**config.mk**
```make
export PLATFORM = sky130hd
export DESIGN_NAME = debounce_multi
export DESIGN_NICKNAME = d
export VERILOG_FILES = /design/src/rtl/debounce_multi.sv
export SDC_FILE = /design/constraint.sdc
export NUM_CORES = 1
export LEC_CHECK = 0
export ABC_AREA = 0
export CAP_MARGIN = 10
export CORE_ASPECT_RATIO = 0.8
export CORE_UTILIZATION = 50
export CTS_CLUSTER_DIAMETER = 50
export DETAILED_ROUTE_END_ITERATION = 6
export HOLD_SLACK_MARGIN = 0.03
export PLACE_DENSITY_LB_ADDON = 0.1
export SLEW_MARGIN = 20
export SYNTH_ARGS = -nofsm -noshare
export SYNTH_HDL_FRONTEND = slang
export SYNTH_SLANG_ARGS = --single-unit
```
**constraint.sdc**
```tcl
create_clock -name clk_crystal -period 2.3 [get_ports clk_crystal]
set_input_delay 0.345 -clock clk_crystal [delete_from_list [all_inputs] [get_ports clk_crystal]]
set_output_delay 0.345 -clock clk_crystal [all_outputs]
set_load 0.03 [all_outputs]
```
**src/rtl/debounce_multi.sv**
```systemverilog
// N-channel switch debouncer: 2-flop synchroniser, shared sample-tick prescaler and a per-channel
// consecutive-tick filter with one-cycle rise/fall pulses. Single clock, synchronous reset.
module debounce_multi #(
  parameter int   WIDTH        = 4,
  parameter int   CLK_DIV      = 50000,
  parameter int   STABLE_COUNT = 3,
  parameter logic RESET_VALUE  = 1'b0
) (
  input  logic             clk_crystal,
  input  logic             rst,
  input  logic [WIDTH-1:0] in,
  output logic [WIDTH-1:0] out,
  output logic [WIDTH-1:0] rise,
  output logic [WIDTH-1:0] fall,
  output logic             sample_tick
);

  localparam int DivW = (CLK_DIV > 1) ? $clog2(CLK_DIV) : 1;
  localparam int CntW = (STABLE_COUNT > 0) ? $clog2(STABLE_COUNT + 1) : 1;
  localparam logic [DivW-1:0] DivMax = DivW'(CLK_DIV - 1);
  localparam logic [CntW-1:0] CntMax = CntW'(STABLE_COUNT - 1);

  if (CLK_DIV < 1) begin : gen_bad_clk_div
    $error("debounce_multi: CLK_DIV must be >= 1");
  end
  if (STABLE_COUNT < 1) begin : gen_bad_stable_count
    $error("debounce_multi: STABLE_COUNT must be >= 1");
  end

  logic [DivW-1:0]  div_q, div_d;
  logic             tick_q, tick_d;
  logic [WIDTH-1:0] s1_q, s2_q;
  logic [WIDTH-1:0] out_q, out_d;
  logic [WIDTH-1:0] rise_q, rise_d;
  logic [WIDTH-1:0] fall_q, fall_d;
  logic [CntW-1:0]  cnt_q [WIDTH];
  logic [CntW-1:0]  cnt_d [WIDTH];

  always_comb begin
    div_d  = (div_q == DivMax) ? '0 : div_q + DivW'(1);
    tick_d = (div_q == DivMax);
  end

  // The filter only advances on a tick; a single agreeing sample clears a pending change.
  always_comb begin
    out_d  = out_q;
    rise_d = '0;
    fall_d = '0;
    cnt_d  = cnt_q;
    if (tick_q) begin
      for (int i = 0; i < WIDTH; i++) begin
        if (s2_q[i] != out_q[i]) begin
          if (cnt_q[i] == CntMax) begin
            out_d[i]  = s2_q[i];
            cnt_d[i]  = '0;
            rise_d[i] = s2_q[i];
            fall_d[i] = ~s2_q[i];
          end else begin
            cnt_d[i] = cnt_q[i] + CntW'(1);
          end
        end else begin
          cnt_d[i] = '0;
        end
      end
    end
  end

  always_ff @(posedge clk_crystal) begin
    if (rst) begin
      div_q  <= '0;
      tick_q <= 1'b0;
      s1_q   <= {WIDTH{RESET_VALUE}};
      s2_q   <= {WIDTH{RESET_VALUE}};
      out_q  <= {WIDTH{RESET_VALUE}};
      rise_q <= '0;
      fall_q <= '0;
      for (int i = 0; i < WIDTH; i++) begin
        cnt_q[i] <= '0;
      end
    end else begin
      div_q  <= div_d;
      tick_q <= tick_d;
      s1_q   <= in;
      s2_q   <= s1_q;
      out_q  <= out_d;
      rise_q <= rise_d;
      fall_q <= fall_d;
      for (int i = 0; i < WIDTH; i++) begin
        cnt_q[i] <= cnt_d[i];
      end
    end
  end

  assign out         = out_q;
  assign rise        = rise_q;
  assign fall        = fall_q;
  assign sample_tick = tick_q;

endmodule

```
==> results_tabular.tex <==
\begin{tabular}{lr}
\hline
Metric & Value \\
\hline
\multicolumn{2}{l}{\textbf{Outcome}} \\
\quad Result of the run & finished clean \\
\multicolumn{2}{l}{\textbf{Global route}} \\
\quad Largest net degree at the start of global routing & 30 \\
\quad Initial antenna violation count & 0 \\
\quad Overall routing resource usage & 18.3\% \\
\quad Number of global-route vias before repair & $\sim$1000 \\
\quad Total overflow reported by the global router & 0 \\
\quad First-pass GRT wire length & 4.73 mm \\
\multicolumn{2}{l}{\textbf{Setup path}} \\
\quad Required time at the worst-slack endpoint & 2480 ps \\
\quad Worst path buffer plus inverter count & 0 \\
\quad Cell class contributing the biggest share of worst-path delay & simple AND/OR/NAND/NOR gates \\
\quad Crit path launch & div\_q[7] \\
\quad Critical path start-end classification & reg2reg \\
\quad Critical path data arrival time & 2000 ps \\
\quad Crit path cell chain & or4b\_1 > or4\_4 > nand2b\_4 > nor2\_1 \\
\quad FF-to-FF End & div\_q[3] \\
\quad Worst Reg2Reg Path Length in Cells & 4 \\
\quad Worst setup endpoint & div\_q[3] \\
\quad Launching point of the worst reg2reg path & div\_q[7] \\
\quad Crit-path max cell delay & 540 ps \\
\quad Element type at the critical path start & register \\
\quad Nature of the critical path endpoint & register \\
\quad R2R Setup Slk & approximately 480 ps \\
\quad Max stage delay cell, worst path & or4\_4 \\
\quad Stages on worst setup path & 4 \\
\quad Worst Path Max Fanout & 15 \\
\multicolumn{2}{l}{\textbf{CTS}} \\
\quad Clock buffer count from CTS & 5 \\
\quad Cts repair resizes & 0 \\
\quad Number of setup buffers added after CTS & 0 \\
\quad H-tree levels & 2 \\
\quad Clock transition at the register clock pins on the worst setup and hold paths after CTS & 80 ps \\
\quad Number of clock sinks seen by CTS & 45 \\
\quad Worst-skew pair later-pin latency & slightly below 300 ps \\
\quad CTS Buffer Depth & 2 \\
\quad TritonCTS clock tree & yes \\
\quad Clock root buffer & clkbuf\_8 \\
\quad CTS hold repair buffers & 0 \\
\multicolumn{2}{l}{\textbf{Final layout}} \\
\quad Post-layout instance count excluding filler cells & 239 \\
\quad Layout net count & between 200 and 250 \\
\quad Share of layout cells above drive strength 1 & about 6.5\% \\
\quad Syn-to-layout area delta & 18.4\% \\
\quad Fill cell total of the finished layout & 256 \\
\quad Number of inserted diodes & 0 \\
\multicolumn{2}{l}{\textbf{STA}} \\
\quad Worst Tran Pin Value & 314 ps \\
\quad Worst-case headroom to the max-slew limit & 78.9\% \\
\quad Final Hold Fails & 0 \\
\quad Post-route clock skew & 5.87 ps \\
\quad TNS Setup & 0 ps \\
\quad Final cycle utilization of the critical path & 79.0\% \\
\quad Fmax & about 0.55 GHz \\
\quad Setup repair after global routing missed its margin & no \\
\quad Setup violators final & 0 \\
\quad Max-slew violation total from the final report & 0 \\
\quad Crit path time final & around 1800 ps \\
\multicolumn{2}{l}{\textbf{Drt}} \\
\quad Routed metal-1 wire length & 1.50 mm \\
\quad Routed len/inst & 12.2 microns \\
\quad Metal2 WL & 1.26 mm \\
\quad Count of TritonRoute iterations in the first routing pass & 4 \\
\quad DR vias/cell & 5.10 \\
\quad Remaining DRCs & 0 \\
\quad Remaining antenna violation count after routing & 0 \\
\quad Starting DRC count in detailed routing & 39 \\
\quad Highest layer used for signal routing & met4 \\
\quad Met3 WL & 98 microns \\
\quad Detailed-route wire length & 2.90 mm \\
\quad Via count & 1220 \\
\multicolumn{2}{l}{\textbf{Synth}} \\
\quad Synthesized area & 0.00170 sq mm \\
\quad Share of synthesized area occupied by flip-flops and latches & 53.1\% \\
\quad Main flop type after synthesis & dfxtp\_1 \\
\quad Fraction of registers with async set/reset & 0\% \\
\quad Number of distinct library cells after synthesis & 27 \\
\quad Main area contributors after synthesis & dfxtp\_1 (53\%), xnor2\_1 (7.2\%), nor2\_1 (6.0\%), nor3\_1 (3.2\%), nand3b\_1 (3.1\%) \\
\quad Area share of the leading cell type in the synthesized netlist & 53.1\% \\
\quad Synthesized area divided by synthesized cell count & 9.59 sq um \\
\quad Ys Warns & 0 \\
\quad Count of mapped cells out of synthesis & 177 \\
\quad Cell type contributing the most total cell area after synthesis & dfxtp\_1 \\
\quad Number of enable flip-flop cells after synthesis & 0 \\
\quad Flip-flop and latch count after synthesis & 45 \\
\quad Post-synthesis net count & 184 \\
\multicolumn{2}{l}{\textbf{Floorplanning}} \\
\quad Height of the die & about 54 microns \\
\quad Number of top-level pins & 19 \\
\quad Core area & 0.00315 sq mm \\
\quad Floorplan die area & 0.00363 sq mm \\
\quad Num rows & 18 \\
\quad Die span in x & approximately 67 microns \\
\quad Initial core utilization & a little over half \\
\multicolumn{2}{l}{\textbf{Power}} \\
\quad Worst voltage drop across the vdd grid & roughly 0.51 mV \\
\quad Pwr/cell area & slightly below 700 mW/mm\^{}2 \\
\quad Final Total Pwr & 1360 uW \\
\quad Reported leakage power & roughly 0.00068 uW \\
\multicolumn{2}{l}{\textbf{Worst hold path}} \\
\quad Class of the most critical hold timing path & reg2reg \\
\quad Worst Hold Launch & s1\_q[3] \\
\multicolumn{2}{l}{\textbf{Place}} \\
\quad Gp weighted congestion & 0.801 \\
\quad Instance count after placement with tap cells included & between 200 and 250 \\
\quad Post-DP HPWL & 2.06 mm \\
\quad Port Buf Inserts & 18 \\
\multicolumn{2}{l}{\textbf{Run}} \\
\quad Max-cap viol count & 0 \\
\hline
\end{tabular}
[power by group]
part / internal [uW] / switching (uW) / total, uW
Combinational: 19.5 / 19.2 / 38.7
Clock: 271 / 253 / 524
Sequential: 789 / 7.50 / 797
[worst register-to-register path, stage by stage, from the launching register on]
cell and delay (ps):
dfxtp_1 380, or4b_1 530, or4_4 540, nand2b_4 180
nor2_1 70
[per-stage QoR]
step / instance area (sq um) / hold slack (ps) / utilization (%) / setup slack, ps
floorplan: 1700 / 414 / - / 471
global placement: 1910 / 420 / 60.5 / 516
detailed placement: 1910 / 425 / 60.5 / 488
CTS: 2010 / 444 / 63.7 / 486
global route: 2010 / 452 / 63.7 / 411
finish: 2010 / 440 / 63.7 / 484
[worst min path at each step]
stage / endpoint / slack, ps / depth (start not counted)
final: s2_q[3] / 440 / 1
after global routing: s2_q[0] / 450 / 1
after CTS: s2_q[0] / 440 / 1
after detailed placement: s2_q[0] / 430 / 1
after global placement: s2_q[0] / 420 / 1
after floorplan: s2_q[0] / 410 / 1
[metal layers]
| metal | vias up | track usage, % |
|---|---|---|
| li1 | 641 | - |
| met1 | 553 | 24.6 |
| met2 | 21 | 27.0 |
| met3 | 5 | 5.93 |
| met4 | 0 | 7.45 |
| met5 | - | 0 |
[logic make-up (layout without fill, tap and decap cells)]
group	after synthesis	after routing	synth area share, %
compound gates	10	10	3.10
xor+xnor	15	15	7.74
fa+ha+maj	1	1	0.737
buf+inv	10	32	3.10
flops	45	45	53.1
mux	5	5	2.95
simple gates	91	91	29.3
[state kept, by name, summed over array words and instances, names as in the netlist]
register / cells
cnt_q: 8
div_q: 16
fall: 4
out: 4
rise: 4
s1_q: 4
s2_q: 4
sample_tick: 1
[cell usage in the layout, fill, tap and decap left out, drive strengths merged]
master,Yosys,layout
or4b,1,1
nand3b,7,7
or4bb,1,1
inv,2,2
or4,1,1
nand3,7,7
a22oi,1,1
dfxtp,45,45
nor4b,2,2
nand2b,7,7
nand4bb,1,1
nor3,11,11
xnor2,14,14
nand2,9,9
nor2,27,27
clkinv,1,2
buf,4,3
clkbuf,3,7
nor2b,8,8
xor2,1,1
ha,1,1
mux2i,5,5
nand4,6,6
nor4,3,3
a21oi,9,9
clkdlybuf4s50,0,18
[synth_stat cells, drive strengths merged (2+ instances only)]
cell type  count
xnor2         14
dfxtp         45
nor2b          8
nor3          11
nor4           3
nand3b         7
nor2          27
buf            4
nand2          9
nand3          7
mux2i          5
nor4b          2
clkbuf         3
nand2b         7
nand4          6
a21oi          9
inv            2
[area by class of cell]
cell class	count	area, sq um	area share, %
Clock buffer	7	96.3	4.79
Clock inverter	1	5.00	0.249
Inverter	3	11.3	0.560
Multi-Input combinational cell	122	743	37.0
Sequential cell	45	901	44.8
Tap cell	40	50.0	2.49
Timing Repair Buffer	21	203	10.1
Power figures use the tool's default switching activity.
